[src/rtl/div_32b_seq_if.sv]
// Start/done handshake bundle for the sequential 32-bit divider.
// The master issues operands; the slave (the divider) returns registered results.
interface div_32b_seq_if;
    logic        start;
    logic [31:0] a;
    logic [31:0] b;
    logic        busy;
    logic        done;
    logic [31:0] quotient;
    logic [31:0] remainder;
    logic        div_by_zero;

    modport master (
        output start, a, b,
        input  busy, done, quotient, remainder, div_by_zero
    );

    modport slave (
        input  start, a, b,
        output busy, done, quotient, remainder, div_by_zero
    );
endinterface

[src/rtl/div_32b_seq.sv]
// Unsigned 32-bit restoring divider: one quotient bit per clock, start/done handshake,
// results held in registers until the next operation completes.
module div_32b_seq (
    input  logic         clk,
    input  logic         rst,
    div_32b_seq_if.slave bus
);
    typedef enum logic [1:0] {IDLE, RUN, DONE} state_t;

    state_t      state;
    // The partial remainder always stays below b, so its 33rd bit is never set and is not stored.
    logic [31:0] r;
    logic [31:0] q;
    logic [31:0] b_reg;
    logic [5:0]  count;

    logic        busy_r;
    logic        done_r;
    logic [31:0] quot_r;
    logic [31:0] rem_r;
    logic        dbz_r;

    logic [32:0] r_sh;
    logic [32:0] trial;
    logic        borrow;
    logic [31:0] r_nxt;
    logic [31:0] q_nxt;

    // Trial subtraction at 33 bits: the borrow picks the quotient bit and whether to restore.
    always_comb begin
        r_sh   = {r, q[31]};
        trial  = r_sh - {1'b0, b_reg};
        borrow = trial[32];
        r_nxt  = borrow ? r_sh[31:0] : trial[31:0];
        q_nxt  = {q[30:0], ~borrow};
    end

    always_ff @(posedge clk or posedge rst) begin
        if (rst) begin
            state  <= IDLE;
            r      <= '0;
            q      <= '0;
            b_reg  <= '0;
            count  <= '0;
            busy_r <= 1'b0;
            done_r <= 1'b0;
            quot_r <= '0;
            rem_r  <= '0;
            dbz_r  <= 1'b0;
        end else begin
            case (state)
                IDLE, DONE: begin
                    done_r <= 1'b0;
                    state  <= IDLE;
                    if (bus.start) begin
                        if (bus.b == 32'd0) begin
                            // Zero divisor resolves immediately without iterating.
                            state  <= DONE;
                            done_r <= 1'b1;
                            quot_r <= 32'hFFFF_FFFF;
                            rem_r  <= bus.a;
                            dbz_r  <= 1'b1;
                        end else begin
                            state  <= RUN;
                            busy_r <= 1'b1;
                            r      <= '0;
                            q      <= bus.a;
                            b_reg  <= bus.b;
                            count  <= '0;
                            dbz_r  <= 1'b0;
                        end
                    end
                end
                RUN: begin
                    r     <= r_nxt;
                    q     <= q_nxt;
                    count <= count + 6'd1;
                    if (count == 6'd31) begin
                        state  <= DONE;
                        count  <= '0;
                        busy_r <= 1'b0;
                        done_r <= 1'b1;
                        quot_r <= q_nxt;
                        rem_r  <= r_nxt;
                    end
                end
                default: state <= IDLE;
            endcase
        end
    end

    assign bus.busy        = busy_r;
    assign bus.done        = done_r;
    assign bus.quotient    = quot_r;
    assign bus.remainder   = rem_r;
    assign bus.div_by_zero = dbz_r;
endmodule

[src/flat_wrapper.sv]
// flat-port wrapper written by rule: the top's interface ports become plain ports
module div_32b_seq_flat 
  (clk, rst, bus_start, bus_a, bus_b, bus_busy, bus_done, bus_quotient, bus_remainder, bus_div_by_zero);
  div_32b_seq_if bus_i ();
  input  logic clk;
  input  logic rst;
  input wire logic [$bits(bus_i.start)-1:0] bus_start;
  input wire logic [$bits(bus_i.a)-1:0] bus_a;
  input wire logic [$bits(bus_i.b)-1:0] bus_b;
  output wire logic [$bits(bus_i.busy)-1:0] bus_busy;
  output wire logic [$bits(bus_i.done)-1:0] bus_done;
  output wire logic [$bits(bus_i.quotient)-1:0] bus_quotient;
  output wire logic [$bits(bus_i.remainder)-1:0] bus_remainder;
  output wire logic [$bits(bus_i.div_by_zero)-1:0] bus_div_by_zero;
  assign bus_i.start = bus_start;
  assign bus_i.a = bus_a;
  assign bus_i.b = bus_b;
  assign bus_busy = bus_i.busy;
  assign bus_done = bus_i.done;
  assign bus_quotient = bus_i.quotient;
  assign bus_remainder = bus_i.remainder;
  assign bus_div_by_zero = bus_i.div_by_zero;
  div_32b_seq u_core (.clk(clk), .rst(rst), .bus(bus_i));
endmodule
[config.mk]
export PLATFORM = sky130hd
export DESIGN_NAME = div_32b_seq_flat
export DESIGN_NICKNAME = d
export VERILOG_FILES = /design/src/rtl/div_32b_seq_if.sv /design/src/rtl/div_32b_seq.sv /design/src/flat_wrapper.sv
export SDC_FILE = /design/constraint.sdc
export NUM_CORES = 1
export LEC_CHECK = 0
export ABC_AREA = 1
export CAP_MARGIN = 20
export CORE_ASPECT_RATIO = 0.7
export CORE_MARGIN = 2
export CORE_UTILIZATION = 51
export CTS_BUF_LIST = sky130_fd_sc_hd__clkbuf_4 sky130_fd_sc_hd__clkbuf_8 sky130_fd_sc_hd__clkbuf_16
export CTS_CLUSTER_DIAMETER = 200
export DETAILED_ROUTE_END_ITERATION = 12
export PLACE_DENSITY = 0.78
export SYNTH_ARGS = -nofsm -noshare
export SYNTH_HDL_FRONTEND = slang
export SYNTH_SLANG_ARGS = --single-unit
[constraint.sdc]
create_clock -name clk -period 6.1 [get_ports clk]
set_clock_uncertainty 0.15 [all_clocks]
set_input_delay 1.22 -clock clk [delete_from_list [all_inputs] [get_ports clk]]
set_output_delay 1.22 -clock clk [all_outputs]
set_load 0.005 [all_outputs]
======== Yosys cells after proc, flatten, opt, wreduce, memory -nomap -nowiden ========
Index checks and enable logic that the tools add are counted.
word-level totals
  flip-flop bits (word level) ............. 171
  input port bits ......................... 67
  output and inout port bits .............. 67
  word-level logic and storage cells ...... 62
cells by class
  $add $sub $neg .......................... 2
  eq/ne operators ......................... 7
  muxes and demuxes ....................... 31
  bitwise operators ....................... 2
  reduce and logical (&&, ||, !) cells .... 10
operators with widths
  operator                                                         count
  32-bit two-way mux                                               11
  32-bit one-hot mux with 2 select lines                           4
  33-bit by 32-bit subtractor with 33-bit output                   1
  32-bit logical NOT                                               1
  6-bit two-way mux                                                3
  6-bit one-hot mux with 2 select lines                            1
  4-bit AND reduction                                              2
  6-bit by 1-bit adder with 6-bit output, second input constant    1
  6-bit by 5-bit == test with 1-bit output, second input constant  1
  1-bit two-way mux                                                6
  2-bit two-way mux                                                3
  3-bit AND reduction                                              2
  2-bit by 1-bit != test with 1-bit output, second input constant  2
  2-bit != test, second input constant                             2
  1-bit one-hot mux with 2 select lines                            2
  2-bit one-hot mux with 2 select lines                            1
  2-bit AND reduction                                              2
  2-bit by 1-bit == test with 1-bit output, second input constant  1
  2-bit == test, second input constant                             1
  2-bit logical NOT                                                1
  1-bit inverter                                                   2
  2-bit nonzero test                                               1
  2-bit OR reduction                                               1

======== Longest topological paths before layout ========
Gate-level depths: netlist of the first run.
  word-level depth ........................ 4
  mapped depth ............................ 19
  mapped depth without buffers ............ 18

======== Worst setup path after synthesis of the first run ========
Ideal clock, no wire load.
  kind .................................... input-to-reg
  start point ............................. input bus_b[6]
  end point ............................... register u_core.q[1]
  setup time .............................. 0.130 ns
  data arrival time ....................... 2.384 ns
  required time ........................... 5.820 ns
  setup slack ............................. 3.436 ns
  stages on the path ...................... 12
  buffers on the path ..................... 2
  cell sequence ........................... nor2_1 -> nand2_1 -> nor2_1 -> nand4_1 -> nand2_1 -> nor2_2 -> nor2_4 -> inv_2 -> buf_2 -> buf_2 -> nor2_1 -> a31oi_1
on the way
  cells in the longest elaborated chain, start to end .. 3
ends and longest elaborated chain
  item                                  line               source
  start: declaration                    flat_wrapper.sv:9  input wire logic [$bits(bus_i.b)-1:0] bus_b;
  32-bit logical NOT                    div_32b_seq.sv:56  if (bus.b == 32'd0) begin
  2-bit != test (no source line)        n/a
  3-bit AND reduction (no source line)  n/a
  end signal: assignment                div_32b_seq.sv:67  q <= bus.a;
  end signal: assignment                div_32b_seq.sv:76  q <= q_nxt;
  end: declaration                      div_32b_seq.sv:13  logic [31:0] q;
Every way passes these cells.
A chain may end at the register's enable or synchronous reset.

======== Worst setup path after layout of the first run ========
  start point ............................. input bus_b[30]
  end point ............................... register u_core.rem_r[10] (netlist: u_core.bus.remainder[10])
on the way
  cells in the longest elaborated chain, start to end .. 3
ends and longest elaborated chain
  item                                                       line               source
  32-bit logical NOT                                         div_32b_seq.sv:56
  2-bit by 1-bit != test with 1-bit output (no source line)  n/a
  4-bit AND reduction (no source line)                       n/a
  end signal: assignment                                     div_32b_seq.sv:61  rem_r <= bus.a;
  end signal: assignment                                     div_32b_seq.sv:84  rem_r <= r_nxt;
  end: declaration                                           div_32b_seq.sv:20  logic [31:0] rem_r;
Every way passes these cells.

==> impl_results.md, run 1 <==
* Status: complete, no violations
* Pins Over Slew Limit at 0
* R2r startpoint: u_core.state[0]
* Fin Setup TNS at 0 ns
* Period Utilization, post-route at 0.6158
* FF+latch count, synth at 171
* Pwr Total at 8.202 mW
* Port Buffers at 133
* Hold Fails Final Rpt at 0
* RR Endpoint: u_core.bus.remainder[11]
* Final Non-Filler Cells at 1854
* First-pass GRT wire length at 47460 um
* Largest delay contributor family on the critical path: simple AND/OR/NAND/NOR gates
* Placed insts at 1822
* Clock network power share at 0.137
* Synth Area in Compound Gates at 0.08410
* CTS Sinks at 171
* Worst skew pair latency at 0.45 ns
* Cell Chain, Critical Path: clkdlybuf4s50_1 > nor2_1 > nand2_1 > nor2_1 > nand4_1 > nand2_1 > nand2_2 > buf_4 > a21oi_1 > nand3_1 > nand2_1 > inv_1
* CP required at 6.30 ns
* Mapped Cells at 1469
* Routability congestion estimate at 0.9642
* Most frequent CP cell: nand2_1
* Post-layout util at 0.6227
* Num CTS Buffers at 17
* Synth warn at 0
* DRT Wirelength at 28760 um
* CTS resizes at 0
* Crit path max-delay cell type: buf_4
* Post-DP Area at 11770 um2
* DRC violations left at 0
* CP max FO at 57
* Flop pwr share at 0.255
* H-tree depth at 4
* 1st-pass router iterations at 5
* Vias in the first global route at 9311
* Root Driver: clkbuf_16
* Post-CTS Setup Bufs at 0
* Post-synth EDFFs at 0
* Final min period at 3.757 ns
* Nets at 1672
* CP bufs+invs at 3
* Setup violations, final at 0
* Inserted Diodes at 0
* Commonest non-fill, non-tap cell in the layout: nand2_1
* Share of flip-flops with an asynchronous set or reset at 1.000
* Antenna violations before repair at 0
* Post-synthesis sequential area ratio at 0.4138
* R2R cell count at 9
* Hold-fix buffers, CTS at 0
* Row cnt at 43
* PwrDens at 663.4 nW/um2
* Final antenna-violating net count at 0
* Worst-margin pin slew at 1.054 ns
* Core area at 19850 um2
* Starting Density at 0.5208
* Ys flop type: dfrtp_1
* Post-Synth Simple-Gate Area at 0.3366
* Commonest non-fill, non-tap cells in the layout: nand2_1 (461), inv_1 (209), dfrtp_1 (171), nand3_1 (147), clkdlybuf4s50_1 (133)
* Max rail drop VDD at 0.2607 mV
* Sw Share at 0.4930
* Slew HR at 0.2961
* FMAX at 266.2 MHz
* Routed wire per std cell at 15.51 um
* Vias per Instance at 5.302
* XOR/XNOR share of the synthesized area at 0.01440
* I/O Pins at 134
* Die Wd at 174.2 um
* CP Class: primary input to register
* Die Span Y at 123.1 um
* Static leakage at 6.356 nW
* Min-delay src: u_core.bus.quotient[8]
* Worst setup EP type: register
* Max cap viols at 0
* Worst hold endpoint: u_core.bus.quotient[8]
* Pint at 4.159 mW
* CP startpoint: bus_b[30]
* Average size of a mapped cell at 7.039 um2
* Area Growth Syn to Fin at 19.57%
* Worst path arrival time at 3.96 ns
* Largest net degree at the start of global routing at 100
* Switching pwr at 4.043 mW
* Critical Path Max Stage Delay at 0.44 ns
* R2r setup slk at 2.61 ns
* Design area at 12360 um2
* Global router's overall resource usage at 0.2816
* CTS Buffer Depth at 2
* Vias at 9829
* Gate power share at 0.608
* Syn Nets at 1570
* CTS tree: yes
* WHS Path Cells at 2
* Remaining global-route overflow at 0
* Cell Area, Synth at 10340 um2
* DIE AREA at 21450 um2
* Share of cells above drive strength 1 at 0.06250
* Cell variety after synth at 38
* Critical path launch point type: primary input
* Post-synthesis adder-cell area fraction at 0.04187
* Drt initial violations at 1002
* Worst hold path type: register to register
* Clock transition at the registers of the reported paths at 0.08 ns
* Multiplexer share of the synthesized area at 0
* Largest family of logic cells by synthesized area: simple AND/OR/NAND/NOR gates
* RSZ-0062 raised after global routing: no
* Detailed placer's ending HPWL at 21050 um
[worst min-delay path, stage by stage (launching register included)]
cell     delay (ns)
dfrtp_1        0.34
nand2_1        0.05
o21ai_0        0.06
[power by group through the flow]
stage               Combinational (mW)  Clock [mW]  Sequential [mW]
floorplan                         3.59           0             2.02
global placement                  4.77           0             2.09
detailed placement                4.89           0             2.09
CTS                               4.95        1.13             2.08
global route                      5.65        1.19             2.15
finish                            4.98        1.13             2.09
[layout make-up]
type	instances	area, um2
Clock buffer	17	425.4
Clock inverter	15	172.7
Fill cell	1802	7490
Inverter	217	819.5
Multi-Input combinational cell	1024	4945
Sequential cell	171	4279
Tap cell	270	337.8
Timing Repair Buffer	140	1384
[cell families after synthesis]
logic type / after synthesis
and+or+nand+nor: 812
buffers and inverters: 274
DFF: 171
AOI/OAI and AO/OA: 161
adders and majority gates: 34
xor gates and xnor gates: 17
[metal layers]
metal / wire (um) / share of wire / GRT usage
met1: 13540 / 0.47 / 0.3984
met2: 12570 / 0.44 / 0.4363
met3: 1890 / 0.066 / 0.05750
met4: 761 / 0.026 / 0.09244
met5: 0 / 0 / 0
[cells in the mapped netlist (3+ instances only)]
cell type  number  area share
a21o_1          3      0.0022
a21oi_1        52       0.025
a31oi_1        32       0.019
and2_1          7      0.0042
buf_1           5      0.0018
buf_2          12      0.0058
buf_6           8      0.0087
clkbuf_1       28       0.010
dfrtp_1       171        0.41
ha_1           33       0.040
inv_1         210       0.076
inv_2           6      0.0022
nand2_1       461        0.17
nand2_2        12      0.0073
nand3_1       147       0.071
nand3_2         8      0.0077
nand4_1         8      0.0048
nor2_1        120       0.044
nor2_2          3      0.0018
nor3_1          9      0.0044
o21ai_0        66       0.032
or2_1           9      0.0054
or2_2          24       0.015
xor2_1         16       0.014
[worst max-delay path by stage]
| stage | end | slack, ns | depth (start not counted) |
|---|---|---|---|
| 6_report | u_core.bus.remainder[10] | 2.34 | 12 |
| 5_1_grt | u_core.bus.remainder[13] | 2.19 | 11 |
| 4_1_cts | u_core.bus.remainder[10] | 2.40 | 12 |
| 3_5_place_dp | u_core.bus.remainder[10] | 1.95 | 12 |
| 3_3_place_gp | u_core.bus.remainder[13] | 2.04 | 11 |
| 2_1_floorplan | u_core.b_reg[0] | 0.1 | 1 |
[metrics by stage]
step	setup WS, ns	hold WS (ns)
2_1_floorplan	0.09821	0.2981
3_3_place_gp	2.039	0.3261
3_5_place_dp	1.951	0.3221
4_1_cts	2.405	0.3413
5_1_grt	2.186	0.3666
6_report	2.343	0.3390
(Power assumes the default switching activity.)
==> inputs of run 2 (changes only) <==
--- a/config.mk
+++ b/config.mk
@@ -9,11 +9,11 @@
 export CAP_MARGIN = 20
 export CORE_ASPECT_RATIO = 0.7
 export CORE_MARGIN = 2
-export CORE_UTILIZATION = 51
+export CORE_UTILIZATION = 56
 export CTS_BUF_LIST = sky130_fd_sc_hd__clkbuf_4 sky130_fd_sc_hd__clkbuf_8 sky130_fd_sc_hd__clkbuf_16
 export CTS_CLUSTER_DIAMETER = 200
 export DETAILED_ROUTE_END_ITERATION = 12
-export PLACE_DENSITY = 0.78
+export PLACE_DENSITY = 0.81
 export SYNTH_ARGS = -nofsm -noshare
 export SYNTH_HDL_FRONTEND = slang
 export SYNTH_SLANG_ARGS = --single-unit
==> constraint.sdc (replaced) <==
create_clock -name clk -period 3.77 [get_ports clk]
set_clock_uncertainty 0.15 [all_clocks]
set_input_delay 0.754 -clock clk [delete_from_list [all_inputs] [get_ports clk]]
set_output_delay 0.754 -clock clk [all_outputs]
set_load 0.005 [all_outputs]
==> run 2 against run 1 <==
- critical path type unchanged
- total power increased by 62%
- clock-buffer cell count unchanged
- setup slack got worse by 1.6 ns
- die area decreased by 8.7%
==> impl_results.md, run 2 (synthesis results as in run 1) <==
* Status: complete, no violations
* Hold-fix buffers, CTS at 0
* Antenna violations before repair at 0
* Post-DP Area at 11790 um2
* Drt initial violations at 1084
* Static leakage at 6.380 nW
* Vias at 9855
* Gate power share at 0.613
* DIE AREA at 19580 um2
* Max rail drop VDD at 0.6031 mV
* Fin Setup TNS at 0 ns
* Vias per Instance at 5.397
* FMAX at 330.9 MHz
* Clock network power share at 0.131
* R2r setup slk at 0.87 ns
* RR Endpoint: u_core.bus.remainder[6]
* Worst-margin pin slew at 1.053 ns
* RSZ-0062 raised after global routing: no
* Min-delay src: u_core.bus.quotient[21]
* Worst hold endpoint: u_core.bus.quotient[21]
* CP bufs+invs at 3
* Pins Over Slew Limit at 0
* Nets at 1678
* FILL cells at 1542
* Worst path arrival time at 3.25 ns
* Remaining global-route overflow at 0
* Setup violations, final at 0
* Slew HR at 0.2979
* Area Growth Syn to Fin at 19.64%
* CP required at 4.00 ns
* Worst hold slack at 0.3358 ns
* Starting Density at 0.5726
* H-tree depth at 4
* Commonest non-fill, non-tap cells in the layout: nand2_1 (461), inv_1 (209), dfrtp_1 (171), nand3_1 (147), clkdlybuf4s50_1 (133)
* First-pass GRT wire length at 47470 um
* Routed wire per std cell at 15.89 um
* Final Non-Filler Cells at 1826
* CP max FO at 36
* Clock transition at the registers of the reported paths at 0.08 ns
* Die Span Y at 117.7 um
* Largest net degree at the start of global routing at 67
* Critical Path Max Stage Delay at 0.51 ns
* Final min period at 3.022 ns
* R2r startpoint: u_core.q[31]
* Inserted Diodes at 0
* Worst skew pair latency at 0.44 ns
* Placed insts at 1794
* Most frequent CP cell: nand2_1
* Post-CTS Setup Bufs at 0
* Global router's overall resource usage at 0.3020
* R2R cell count at 17
* Flop pwr share at 0.256
* Largest delay contributor family on the critical path: simple AND/OR/NAND/NOR gates
* PwrDens at 1076 nW/um2
* Final antenna-violating net count at 0
* 1st-pass router iterations at 5
* DRC violations left at 0
* Hold Fails Final Rpt at 0
* CTS tree: yes
* Worst setup EP type: register
* Cell Chain, Critical Path: clkdlybuf4s50_1 > nor2_1 > nand2_1 > nor2_1 > nand4_1 > nand2_1 > nand2_2 > inv_2 > or2_2 > nand2_1 > inv_1
* CTS Sinks at 171
* Critical path launch point type: primary input
* CTS resizes at 0
* Num CTS Buffers at 17
* Detailed placer's ending HPWL at 21400 um
* Sw Share at 0.4977
* Switching pwr at 6.625 mW
* Port Buffers at 133
* WHS Path Cells at 2
* Pwr Total at 13.31 mW
* Max cap viols at 0
* Vias in the first global route at 9218
* CTS Buffer Depth at 2
* Period Utilization, post-route at 0.8017
* I/O Pins at 134
* Commonest non-fill, non-tap cell in the layout: nand2_1
* Root Driver: clkbuf_16
* Row cnt at 41
* Pint at 6.687 mW
* Routability congestion estimate at 0.9233
* Design area at 12370 um2
* CP Class: primary input to register
* Die Wd at 166.4 um
* Core area at 18060 um2
* Crit path max-delay cell type: inv_2
* DRT Wirelength at 29020 um
* Worst hold path type: register to register
* Share of cells above drive strength 1 at 0.06604
-- run 2: layout make-up --
class | count | area (um2) | share of cell area
multi-input combinational | 1024 | 4945 | 0.3997
inverter | 217 | 818.3 | 0.06615
clock inverter | 15 | 153.9 | 0.01244
clock buffer | 17 | 425.4 | 0.03439
timing repair buffer | 146 | 1454 | 0.1175
sequential | 171 | 4279 | 0.3459
tap | 236 | 295.3 | 0.02387
-- run 2: metal layers --
layer | share of wire | up-vias | routed length (um) | track usage
met1 | 0.46 | 4583 | 13450 | 0.4429
li1 | - | 4826 | - | -
met3 | 0.073 | 41 | 2114 | 0.05313
met4 | 0.017 | 0 | 498 | 0.07597
met5 | 0 | - | 0 | 0
met2 | 0.45 | 405 | 12960 | 0.4664
-- run 2: power groups by stage --
| stage | Combinational (mW) | Clock [mW] | Sequential [mW] |
|---|---|---|---|
| 4_1_cts | 8.07 | 1.75 | 3.40 |
| 2_1_floorplan | 5.81 | 0 | 3.26 |
| 3_3_place_gp | 7.76 | 0 | 3.40 |
| 5_1_grt | 9.22 | 1.83 | 3.50 |
| 6_report | 8.16 | 1.74 | 3.41 |
| 3_5_place_dp | 7.96 | 0 | 3.40 |
-- run 2: worst max path at each step --
stage / cells past startpoint / from / endpoint
after floorplan: 1 / rst / u_core.b_reg[0]
after global placement: 11 / bus_b[24] / u_core.bus.remainder[21]
after detailed placement: 11 / bus_b[24] / u_core.bus.remainder[6]
after CTS: 11 / bus_b[24] / u_core.bus.remainder[6]
after global routing: 11 / bus_b[25] / u_core.bus.remainder[6]
final: 11 / bus_b[24] / u_core.bus.remainder[6]
-- run 2: worst min-delay path: stages (launching register included) --
cell and delay [ns]:
dfrtp_1 0.35, nand2_1 0.05, o21ai_0 0.06
-- run 2: per-stage QoR --
stage / utilization / worst slack [ns]
CTS: 0.6851 / 0.8267
global route: 0.6851 / 0.5561
global placement: 0.6530 / 0.4659
finish: 0.6851 / 0.7477
detailed placement: 0.6530 / 0.3775
floorplan: - / 0.6833
==> inputs of run 3 (changes only) <==
--- a/config.mk
+++ b/config.mk
@@ -9,11 +9,11 @@
 export CAP_MARGIN = 20
 export CORE_ASPECT_RATIO = 0.7
 export CORE_MARGIN = 2
-export CORE_UTILIZATION = 56
+export CORE_UTILIZATION = 51
 export CTS_BUF_LIST = sky130_fd_sc_hd__clkbuf_4 sky130_fd_sc_hd__clkbuf_8 sky130_fd_sc_hd__clkbuf_16
 export CTS_CLUSTER_DIAMETER = 200
 export DETAILED_ROUTE_END_ITERATION = 12
-export PLACE_DENSITY = 0.81
+export PLACE_DENSITY = 0.78
 export SYNTH_ARGS = -nofsm -noshare
 export SYNTH_HDL_FRONTEND = slang
 export SYNTH_SLANG_ARGS = --single-unit
==> constraint.sdc (replaced) <==
create_clock -name clk -period 2.6 [get_ports clk]
set_clock_uncertainty 0.15 [all_clocks]
set_input_delay 0.52 -clock clk [delete_from_list [all_inputs] [get_ports clk]]
set_output_delay 0.52 -clock clk [all_outputs]
set_load 0.005 [all_outputs]
==> run 3 against run 2 <==
- design area up 7.6%
- die area up 9.5%
- global-route usage down 1.4 points
- register-to-register slack worse by 0.86 ns
- first-iteration DRC count down 6.8%
- flip-flop and latch count unchanged
- setup slack worse by 0.74 ns
- utilization down 1.5 points
- hold slack worse by 0.034 ns
- via count up 2.6%
- critical path depth up 8
- combinational power up 65%
- critical endpoint is now u_core.bus.remainder[19]
- largest cell class unchanged
==> impl_results.md, run 3 (synthesis results as in run 1) <==
* Status: complete, no violations
* Port Buffers at 133
* RR Endpoint: u_core.bus.remainder[19]
* Worst setup EP type: register
* Critical Path Max Stage Delay at 0.45 ns
* Core area at 19850 um2
* Setup violations, final at 0
* Vias per Instance at 5.253
* FILL cells at 1708
* Drt initial violations at 1010
* Clock transition at the registers of the reported paths at 0.08 ns
* Num CTS Buffers at 17
* Remaining global-route overflow at 0
* CP required at 2.80 ns
* Worst skew pair latency at 0.45 ns
* Final antenna-violating net count at 0
* Pwr Total at 21.10 mW
* Cell Chain, Critical Path: ha_4 > inv_2 > fa_2 > nand2_2 > nand2_2 > nand3_2 > nand2_2 > nand2_2 > nand2_4 > nand2_4 > nand2_4 > nand2_4 > nand2_8 > clkbuf_16 > buf_12 > nand3_2 > nand3_2 > nand2_1 > inv_1
* Nets at 1743
* Worst hold path type: primary input to asynchronous set/reset pin
* R2r startpoint: u_core.b_reg[0]
* Worst hold slack at 0.3015 ns
* Root Driver: clkbuf_16
* Slew HR at 0.4533
* Die Span Y at 123.1 um
* FMAX at 386.0 MHz
* I/O Pins at 134
* R2r setup slk at 0.009 ns
* Share of cells above drive strength 1 at 0.1269
* Commonest non-fill, non-tap cell in the layout: nand2_1
* H-tree depth at 4
* First-pass GRT wire length at 48690 um
* DRC violations left at 0
* CP max FO at 7
* Worst path arrival time at 2.79 ns
* Setup Slack @ Placement at -0.2690 ns
* CTS Sinks at 171
* CTS Buffer Depth at 2
* Die Wd at 174.2 um
* Static leakage at 6.811 nW
* Detailed placer's ending HPWL at 22180 um
* Largest net degree at the start of global routing at 68
* Area Growth Syn to Fin at 28.74%
* Pins Over Slew Limit at 0
* Commonest non-fill, non-tap cells in the layout: nand2_1 (454), inv_1 (207), dfrtp_1 (171), clkdlybuf4s50_1 (133), nand3_1 (132)
* Inserted Diodes at 0
* Routed wire per std cell at 15.59 um
* PwrDens at 1585 nW/um2
* CP startpoint: u_core.b_reg[0]
* DIE AREA at 21450 um2
* Vias at 10110
* Final min period at 2.591 ns
* Met1 Track Usage GR at 0.3874
* Global routing's busiest layer: met2
* Global router's overall resource usage at 0.2877
* Hold Fails Final Rpt at 0
* 1st-pass router iterations at 6
* Met2 GRT Util at 0.4623
* Crit path to: u_core.bus.remainder[19]
* Vias in the first global route at 9838
* Crit path max-delay cell type: dfrtp_1
* M3 GR Usage at 0.06550
* DRT Wirelength at 30020 um
* Post-route setup slack at 0.009070 ns
* CTS tree: yes
* Worst-margin pin slew at 0.8200 ns
* Max cap viols at 0
* Antenna violations before repair at 0
* R2R cell count at 19
* Period Utilization, post-route at 0.9965
* RSZ-0062 raised after global routing: yes
* Routability congestion estimate at 0.9388
* Max rail drop VDD at 0.6672 mV
* CP Class: register to register
* Critical path launch point type: register
* Starting Density at 0.5208
* Row cnt at 43
[run 3: layout make-up]
cell class | instances | area [um2] | share of cell area
Multi-Input combinational cell | 1024 | 5185 | 0.3895
Sequential cell | 171 | 4279 | 0.3215
Timing Repair Buffer | 211 | 2096 | 0.1574
Inverter | 217 | 818.3 | 0.06147
Clock buffer | 17 | 425.4 | 0.03196
Tap cell | 270 | 337.8 | 0.02538
Clock inverter | 15 | 170.2 | 0.01278
[run 3: per-stage QoR]
stage               std cells  TNS, ns  instance area [um2]    util
finish                   1925        0                13310  0.6705
global route             1925   -1.068                13310  0.6705
CTS                      1919        0                12990  0.6545
detailed placement       1887   -11.82                12390  0.6241
global placement         1887   -6.858                12390  0.6241
floorplan                1469   -43.21                10340       -
[run 3: how the worst min path moves through the flow]
stage	slack [ns]	endpoint	cells past startpoint	start
floorplan	0.30	u_core.b_reg[0]	2	u_core.b_reg[0]
global placement	0.32	u_core.bus.quotient[29]	2	u_core.bus.quotient[29]
detailed placement	0.32	u_core.bus.quotient[1]	2	u_core.bus.quotient[1]
CTS	0.30	u_core.bus.quotient[4]	2	rst
global route	0.33	u_core.bus.quotient[4]	2	rst
finish	0.30	u_core.bus.quotient[4]	2	rst
[run 3: layer usage]
metal | vias up | part of all wire
li1 | 4954 | -
met1 | 4656 | 0.45
met2 | 451 | 0.44
met3 | 51 | 0.078
met4 | 0 | 0.028
met5 | - | 0
[run 3: worst max-delay path, delay by kind of cell (launching register included)]
kind,cells,cell delay (ns)
DFF,1,0.45
and+or+nand+nor,13,0.93
buffers and inverters,4,0.39
adders and majority gates,2,0.55
[run 3: report_power, final]
part	internal, mW	switching (mW)	leakage, nW	total (mW)
combinational	5.56	7.98	4.48	13.5
clock	1.30	1.28	0.293	2.58
sequential	4.04	0.931	2.04	4.97
total	10.9	10.2	6.81	21.1
[run 3: timing repair]
| item | in CTS | in global routing |
|---|---|---|
| gates resized for setup | 3 | 52 |
| setup endpoints to repair | 3 | 68 |
| cloned | 0 | 1 |
| setup buffers | 0 | 5 |
| pin swaps | 1 | 24 |
| hold buffers | 0 | 0 |
| hold endpoints to repair | 0 | 0 |
